--- config.mk ---
export PLATFORM = sky130hd
export DESIGN_NAME = fifo_stream_reader
export DESIGN_NICKNAME = d
export VERILOG_FILES = /design/src/rtl/fifo_stream_reader.sv
export SDC_FILE = /design/constraint.sdc
export NUM_CORES = 1
export LEC_CHECK = 0
export ABC_CLOCK_PERIOD_IN_PS = 5600
export CAP_MARGIN = 20
export CORE_ASPECT_RATIO = 0.8
export CORE_MARGIN = 2
export CORE_UTILIZATION = 47
export CTS_BUF_LIST = sky130_fd_sc_hd__clkbuf_16
export CTS_CLUSTER_DIAMETER = 80
export DETAILED_ROUTE_END_ITERATION = 16
export PLACE_DENSITY = 0.83
export SLEW_MARGIN = 20
export SYNTH_ARGS = -nofsm -noshare
export SYNTH_HDL_FRONTEND = slang
export SYNTH_SLANG_ARGS = --single-unit
--- constraint.sdc ---
create_clock -name clk_i -period 5.6 [get_ports clk_i]
set_clock_uncertainty 0.15 [all_clocks]
set_input_delay 0.56 -clock clk_i [delete_from_list [all_inputs] [get_ports clk_i]]
set_output_delay 0.56 -clock clk_i [all_outputs]
set_load 0.01 [all_outputs]
--- src/rtl/fifo_stream_reader.sv ---
// fifo_stream_reader: drains a show-ahead FIFO into a registered valid/ready
// stream through a 2-entry in-order buffer (slot0 = head, slot1 = skid), and
// counts the words accepted downstream.
module fifo_stream_reader #(
    parameter int DATA_W = 8,
    parameter int CNT_W  = 16
) (
    input  logic              clk_i,
    input  logic              rst_ni,
    input  logic              en_i,
    input  logic              flush_i,
    input  logic              empty_i,
    input  logic [DATA_W-1:0] r_data_i,
    output logic              rd_o,
    output logic              m_valid_o,
    output logic [DATA_W-1:0] m_data_o,
    input  logic              m_ready_i,
    output logic [CNT_W-1:0]  cnt_o,
    output logic              busy_o
);

    logic [1:0]        r_occ;
    logic [DATA_W-1:0] r_slot0;
    logic [DATA_W-1:0] r_slot1;
    logic [CNT_W-1:0]  r_cnt;
    logic              w_pop;
    logic              w_acc;

    // Pop only when there is room; deliberately independent of m_ready_i so the
    // FIFO side never sees a combinational path from downstream.
    assign w_pop = en_i & ~empty_i & (r_occ < 2'd2) & ~flush_i & rst_ni;
    assign w_acc = m_valid_o & m_ready_i;

    assign rd_o      = w_pop;
    assign m_valid_o = (r_occ != 2'd0);
    assign busy_o    = (r_occ != 2'd0);
    assign m_data_o  = r_slot0;
    assign cnt_o     = r_cnt;

    // Occupancy: flush empties the buffer, otherwise occ + pop - accept.
    always_ff @(posedge clk_i or negedge rst_ni) begin
        if (!rst_ni) begin
            r_occ <= 2'd0;
        end else if (flush_i) begin
            r_occ <= 2'd0;
        end else begin
            r_occ <= r_occ + {1'b0, w_pop} - {1'b0, w_acc};
        end
    end

    // Buffer slots: accept shifts skid into head; a pop lands at the tail that
    // remains after any same-cycle accept, so ordering is preserved.
    always_ff @(posedge clk_i or negedge rst_ni) begin
        if (!rst_ni) begin
            r_slot0 <= '0;
            r_slot1 <= '0;
        end else if (!flush_i) begin
            if (w_acc) begin
                if (r_occ == 2'd2) begin
                    r_slot0 <= r_slot1;
                end else if (w_pop) begin
                    r_slot0 <= r_data_i;
                end
            end else if (w_pop) begin
                if (r_occ == 2'd0) begin
                    r_slot0 <= r_data_i;
                end else begin
                    r_slot1 <= r_data_i;
                end
            end
        end
    end

    // Delivered-word counter; accepts during a flush still count.
    always_ff @(posedge clk_i or negedge rst_ni) begin
        if (!rst_ni) begin
            r_cnt <= '0;
        end else if (w_acc) begin
            r_cnt <= r_cnt + 1'b1;
        end
    end

endmodule

Word level (Yosys, flattened, before mapping). Index checks and enable logic that the tools add are counted.

$add $sub $neg: 3. Magnitude comparators: 1. Equality and inequality tests: 1. Muxes and demuxes: 6. Bitwise operators: 9. Reductions and logical operators: 7.

Operator list (number): 8-bit 2-to-1 mux (5); 16-bit by 1-bit adder with 16-bit output (second input constant) (1); 4-bit AND reduction (2); 2-bit nonzero test (4); 1-bit bitwise AND (5); 1-bit inverter (4); 2-bit by 1-bit adder with 2-bit output (1); 2-bit == test (second input constant) (1); 2-bit logical NOT (1); 2-bit < comparator (second input constant) (1); 2-bit 2-to-1 mux (1); 2-bit by 1-bit subtractor with 2-bit output (1).

Register bits: 34. Input bits: 14. Output and inout bits: 27. Word-level logic and storage cells: 31.

Longest topological paths before layout. Gate-level depths: netlist of the first run.

Depth in word-level cells: 8. Gate-level depth with buffers: 6. Depth with buffers taken out: 5.

Worst setup path after synthesis of the first run. No wires, ideal clock.

Path kind: in2reg. Start: in flush_i. End: reg r_slot1[0]. Setup time: 125 ps. Arrival: 1634 ps. Required time: 5325 ps. Slack: 3691 ps. Cell stages on the path: 5. Buffers on the path: 1. Path through: or3_4 > nor2_2 > and3_1 > buf_4 > mux2_2.

Word-level cells in the longest chain between the ends: 4.

RTL lines: from (decl) (line 11) `input logic flush_i,`; 1-bit inverter (no line) (*); 1-bit bitwise AND (2 in series) (line 31) `assign w_pop = en_i & ~empty_i & (r_occ < 2'd2) & ~flush_i & rst_ni;`; 4-bit AND reduction (no line) (*); to (signal assigned) (line 68) `r_slot1 <= r_data_i;`; to (decl) (line 24) `logic [DATA_W-1:0] r_slot1;`.

Every way passes the cells marked *; elsewhere a longest branch is shown, timed or not. A chain may end at the register's enable or synchronous reset.

Final worst setup path of the first run.
Start: in rst_ni. End: out rd_o.

Word-level cells in the longest chain between the ends: 1.

RTL lines: from (decl) (line 9) `input logic rst_ni,`; 1-bit bitwise AND (line 31); to (decl) (line 14) `output logic rd_o,`.

Every way passes these cells.

==> impl_metrics.py, run 1 <==
metrics = {
    "synthesis": {
        "syn-num-nets": 150,
        "synth_seq_cells": 34,
        "synth_edf_count": 0,
        "synthesis.area_mm2": 0.00158,
        "syn_inst": 134,
        "syn_avg_cell_area_um2": 11.8,
        "synth_cell_type_count": 31,
        "synth_most_common_cell": "dfrtp_1",
        "ys.flop_type": "dfrtp_1",
        "yosysWarnings": 0,
        "synth_top_cells_by_count": "dfrtp_1 (34), nand2_1 (17), mux2_2 (9)",
        "yosys-top-cells-area": "dfrtp_1 (54%), mux2_2 (6.4%), mux2i_1 (5.1%)",
        "yosys.area.top_type_share_pct": 53.9,
        "yosysTopAreaCell": "dfrtp_1",
        "ys_seq_area_share_pct": 53.9,
        "async_flop_share_pct": 100,
    },
    "cts": {
        "h-tree-depth": 2,
        "clock_latency_ns": 0.28,
        "clk_pin_slew_worst_paths_ns": 0.05,
        "cts_root_buf": "clkbuf_16",
        "cts_setup_buffers": 0,
        "cts_tree": "built",
        "post_cts_resized": 0,
        "numCtsBuffers": 5,
        "postCtsHoldBufs": 0,
        "clockBufferDepth": 2,
        "cts.sinks": 34,
    },
    "finish": {
        "syn_to_final_growth_pct": 35.1,
        "final.fill_count": 230,
        "nNetsFinal": 193,
        "drive_gt1_share_pct": 13.5,
        "antenna_cells": 0,
    },
    "detailed_routing": {
        "drc": 0,
        "final_antenna_net_count": 0,
        "vias_per_cell": 5.17,
        "via_count": 1128,
        "drt_first_iter_violations": 38,
        "routedWlPerCell_um": 13.8,
        "wl_um": 3010,
        "first_pass_iters": 4,
    },
    "global_routing": {
        "grt_usage_pct": 18.2,
        "grt_pass1_wl_um": 5110,
        "grt_overflow": 0,
        "grt_pass1_vias": 1140,
        "grt_start_max_net_pins": 36,
        "antenna_found_initial": 0,
    },
    "power_and_ir_drop": {
        "seq_power_share_pct": 44.6,
        "comb_power_share_pct": 14.7,
        "p_per_area_mw_per_mm2": 298,
        "clock_power_share_pct": 40.7,
        "p_int_uw": 482,
        "p_sw_uw": 153,
        "ir_worst_vdd_v": 0.000175,
        "p_sw_share_pct": 24.1,
        "leakagePower_uw": 0.00105,
    },
    "placement": {
        "portBuffers": 40,
        "hpwl_um": 2210,
        "place.gp.congestion": 0.757,
    },
    "sta": {
        "relSlewSlack_pct": 56.9,
        "finalHoldViolCount": 0,
        "setup_viol_count_final": 0,
        "period_needed_ns": 2.98,
        "rsz0062_at_grt": "false",
        "slew_viol_final": 0,
        "max_freq_ghz": 0.336,
        "worstMarginPinSlew_ns": 0.644,
        "whs_ns": 0.337,
        "final.setup.tns_ns": 0,
        "final.period_utilization_pct": 53.2,
    },
    "setup_path": {
        "r2r-start": "r_occ[1]",
        "r2r_cells": 4,
        "critical_path_class": "in -> out",
        "ff2ff_setup_slack_ns": 3.57,
        "crit_start": "rst_ni",
        "cp_cell_sequence": "clkdlybuf4s50_1, buf_4, nand2_1, nor2_1, clkdlybuf4s50_1",
        "critPathSlowestCell": "clkdlybuf4s50_1",
        "critical_path_required_ns": 4.89,
        "cpMostUsedCell": "clkdlybuf4s50_1",
        "path_depth": 5,
        "end_kind": "output pin",
        "cp_top_family": "buffers and inverters",
        "cp_max_fo": 35,
        "slowest_delay_ns": 0.54,
        "arrival_ns": 2.27,
        "path_buf_inv": 3,
        "critPathLaunchType": "input port",
    },
    "min_path": {
        "hp-start": "cnt_o[15]",
        "hold_path_depth": 1,
        "hp-class": "reg -> reg",
    },
    "floorplanning": {
        "die_w_um": 68.8,
        "start_util_pct": 50.0,
        "dieArea_mm2": 0.00384,
        "die_h_um": 55.8,
        "pin_count": 41,
        "coreArea_mm2": 0.00315,
        "row_count": 18,
    },
    "outcome": {
        "status": "finished, final reports clean",
    },
    "run": {
        "maxCapViolCount": 0,
    },
}
==> sequential cells by signal, indices dropped and copies added (netlist names) <==
signal,cells
r_occ,2
r_slot1,8
m_data_o,8
cnt_o,16
==> layout make-up <==
type | count | area, µm² | area share [%]
Clock buffer | 5 | 125 | 5.87
Inverter | 2 | 7.51 | 0.352
Tap cell | 40 | 50.0 | 2.35
Timing Repair Buffer | 41 | 408 | 19.1
Clock inverter | 3 | 12.5 | 0.587
Multi-Input combinational cell | 93 | 677 | 31.8
Sequential cell | 34 | 851 | 39.9
==> metrics by stage <==
stage | worst slack (ns) | cell area [µm²] | total power, µW | instances | util [%]
finish | 2.62 | 2130 | 635 | 218 | 67.6
global route | 2.42 | 2130 | 658 | 218 | 67.6
CTS | 2.57 | 2130 | 641 | 218 | 67.6
detailed placement | 2.56 | 1990 | 382 | 210 | 63.2
global placement | 2.63 | 1990 | 377 | 210 | 63.2
floorplan | 3.69 | 1580 | 320 | 134 | -
==> logic make-up (layout without fill, tap and decap cells) <==
group / after synthesis / after routing / synth area share, %
AOI/OAI and AO/OA: 11 / 11 / 5.07
xor gates and xnor gates: 16 / 16 / 8.88
adders and majority gates: 2 / 2 / 1.59
buffers and inverters: 7 / 51 / 3.17
DFF: 34 / 34 / 53.9
muxes: 17 / 17 / 11.5
and+or+nand+nor: 47 / 47 / 15.9
==> path summary, 6_finish.rpt <==
kind,end
max in group asynchronous,m_data_o[5]
hold reg to reg,cnt_o[15]
setup / recovery,rd_o
setup reg to reg,r_slot1[2]
min in group asynchronous,cnt_o[1]
hold / removal,cnt_o[15]
==> power by group through the flow <==
stage / Combinational [µW] / Sequential (µW) / Clock (µW)
after floorplan: 27.1 / 293 / 0
after global placement: 91.8 / 285 / 0
after detailed placement: 95.0 / 287 / 0
after CTS: 95.3 / 283 / 262
after global routing: 103 / 286 / 270
final: 93.6 / 283 / 259
==> per-layer routing <==
metal | global-route usage [%] | vias up | share of wire (%)
li1 | - | 543 | -
met2 | 27.3 | 32 | 47
met3 | 5.06 | 5 | 4.9
met5 | 0 | - | 0
met1 | 23.6 | 548 | 45
met4 | 9.24 | 0 | 2.2
==> layout by cell type, fill, tap and decap left out, drive strengths merged, types with 4 or more instances in the layout <==
master	n
clkbuf	5
dfrtp	34
clkdlybuf4s50	40
and3	4
o21ai	9
xnor2	8
nor2	7
mux2i	8
xor2	8
nand3	6
mux2	9
nand2	17
No activity file was read; power rests on OpenSTA's default activity.
==> run 2: changes to the inputs <==
Settings changed: ABC_CLOCK_PERIOD_IN_PS 5600 to 2600, CORE_UTILIZATION 47 to 43, PLACE_DENSITY 0.83 to 0.81.
Clock period 5.6 ns to 2.6 ns, I/O delays scaled along.
==> run 2 against run 1 <==
Utilization fell by 5.7 points; clock-buffer cell count did not move; via count rose by 1.7%; highest routed layer unchanged; combinational power rose by 120%; clock power rose by 110%; non-clock buffer count rose by 2; routed wire length rose by 9.8%; critical path type unchanged; cell area rose by 0.82%; register-to-register slack got worse by 3.0 ns.
==> impl_metrics.py, run 2 (synthesized netlist as in run 1, its figures left out) <==
metrics = {
    "placement": {
        "place.gp.congestion": 0.760,
        "hpwl_um": 2420,
        "place_ws_ns": 0.275,
        "numPlacedInstances": 214,
        "portBuffers": 40,
    },
    "sta": {
        "whs_ns": 0.333,
        "final.period_utilization_pct": 84.4,
        "worst_slack_ns": 0.406,
        "max_freq_ghz": 0.456,
        "final.setup.tns_ns": 0,
        "relSlewSlack_pct": 71.7,
        "finalHoldViolCount": 0,
        "slew_viol_final": 0,
        "period_needed_ns": 2.19,
        "setup_viol_count_final": 0,
        "rsz0062_at_grt": "false",
        "worstMarginPinSlew_ns": 0.424,
    },
    "finish": {
        "antenna_cells": 0,
        "drive_gt1_share_pct": 14.4,
        "nNetsFinal": 195,
        "largest_reg_flops": 16,
        "final.fill_count": 272,
        "syn_to_final_growth_pct": 36.2,
        "final_common_cell": "clkdlybuf4s50_1",
        "final_cell_count_no_fill": 222,
        "layout_common_cells": "clkdlybuf4s50_1 (40), dfrtp_1 (34), nand2_1 (17), mux2_2 (9)",
    },
    "power_and_ir_drop": {
        "p_int_uw": 1040,
        "ir_worst_vdd_v": 0.000488,
        "comb_power_share_pct": 15.1,
        "p_sw_share_pct": 23.3,
        "p_sw_uw": 315,
        "leakagePower_uw": 0.00106,
        "p_per_area_mw_per_mm2": 630,
        "clock_power_share_pct": 40.0,
        "seq_power_share_pct": 44.9,
        "power_uw": 1350,
    },
    "detailed_routing": {
        "wl_um": 3310,
        "routedWlPerCell_um": 14.9,
        "drt_first_iter_violations": 51,
        "first_pass_iters": 4,
        "via_count": 1147,
        "drc": 0,
        "vias_per_cell": 5.17,
        "final_antenna_net_count": 0,
    },
    "setup_path": {
        "crit_start": "flush_i",
        "critPathLaunchType": "input port",
        "critical_path_class": "in -> out",
        "r2r-start": "r_occ[1]",
        "cp_max_fo": 4,
        "cpMostUsedCell": "clkdlybuf4s50_1",
        "arrival_ns": 1.78,
        "cp_top_family": "buffers and inverters",
        "path_buf_inv": 2,
        "slowest_delay_ns": 0.54,
        "critPathSlowestCell": "clkdlybuf4s50_1",
        "cp_cell_sequence": "clkdlybuf4s50_1, or3_4, nor2_1, clkdlybuf4s50_1",
        "end_kind": "output pin",
        "critical_path_required_ns": 2.19,
    },
    "floorplanning": {
        "row_count": 19,
        "coreArea_mm2": 0.00347,
        "pin_count": 41,
        "die_h_um": 58.2,
        "start_util_pct": 45.5,
        "die_w_um": 71.7,
        "dieArea_mm2": 0.00417,
    },
    "global_routing": {
        "grt_usage_pct": 17.6,
        "grt_pass1_wl_um": 5380,
        "grt_start_max_net_pins": 35,
        "antenna_found_initial": 0,
        "grt_pass1_vias": 1160,
        "grt_overflow": 0,
    },
    "cts": {
        "cts_root_buf": "clkbuf_16",
        "post_cts_resized": 0,
        "cts.sinks": 34,
        "postCtsHoldBufs": 0,
        "clk_pin_slew_worst_paths_ns": 0.05,
        "clockBufferDepth": 2,
        "clock_latency_ns": 0.27,
        "cts_setup_buffers": 0,
        "numCtsBuffers": 5,
        "h-tree-depth": 2,
        "cts_tree": "built",
    },
    "outcome": {
        "status": "finished, final reports clean",
    },
    "run": {
        "maxCapViolCount": 0,
    },
    "min_path": {
        "hp-start": "cnt_o[15]",
        "hp-class": "reg -> reg",
    },
}
run 2: cell types whose count changed in the layout (fill, tap and decap cells not counted), sizes merged:
cell and delta:
buf +2
run 2: worst paths after layout:
path	end	slack, ns	cells after the start
min in group asynchronous	cnt_o[8]	0.38	2
max	rd_o	0.41	4
max reg2reg	r_slot1[6]	0.60	4
min	cnt_o[15]	0.33	1
min reg2reg	cnt_o[15]	0.33	1
max in group asynchronous	cnt_o[0]	1.61	2
run 2: cell type report:
class	instances	area, µm²	area share [%]
sequential	34	851	39.6
multi-input combinational	93	677	31.5
timing repair buffer	43	423	19.7
clock buffer	5	125	5.82
tap	42	52.6	2.45
clock inverter	3	12.5	0.582
inverter	2	7.51	0.349
run 2: power groups by stage:
| stage | combinational (µW) | clock [µW] | sequential (µW) |
|---|---|---|---|
| final | 205 | 542 | 607 |
| after global routing | 221 | 581 | 613 |
| after CTS | 209 | 557 | 607 |
| after detailed placement | 208 | 0 | 616 |
| after global placement | 200 | 0 | 612 |
| after floorplan | 58.4 | 0 | 630 |
run 2: per-layer routing:
metal	track usage, %	routed length (µm)	vias to the layer above
met1	20.7	1390	559
li1	-	-	545
met4	9.16	57	0
met2	28.8	1700	37
met5	0	0	-
met3	6.09	163	6
run 2: per-stage QoR:
step | instance area (µm²) | utilization, %
CTS | 2150 | 61.9
global route | 2150 | 61.9
floorplan | 1580 | -
finish | 2150 | 61.9
detailed placement | 2010 | 57.9
global placement | 2010 | 57.9
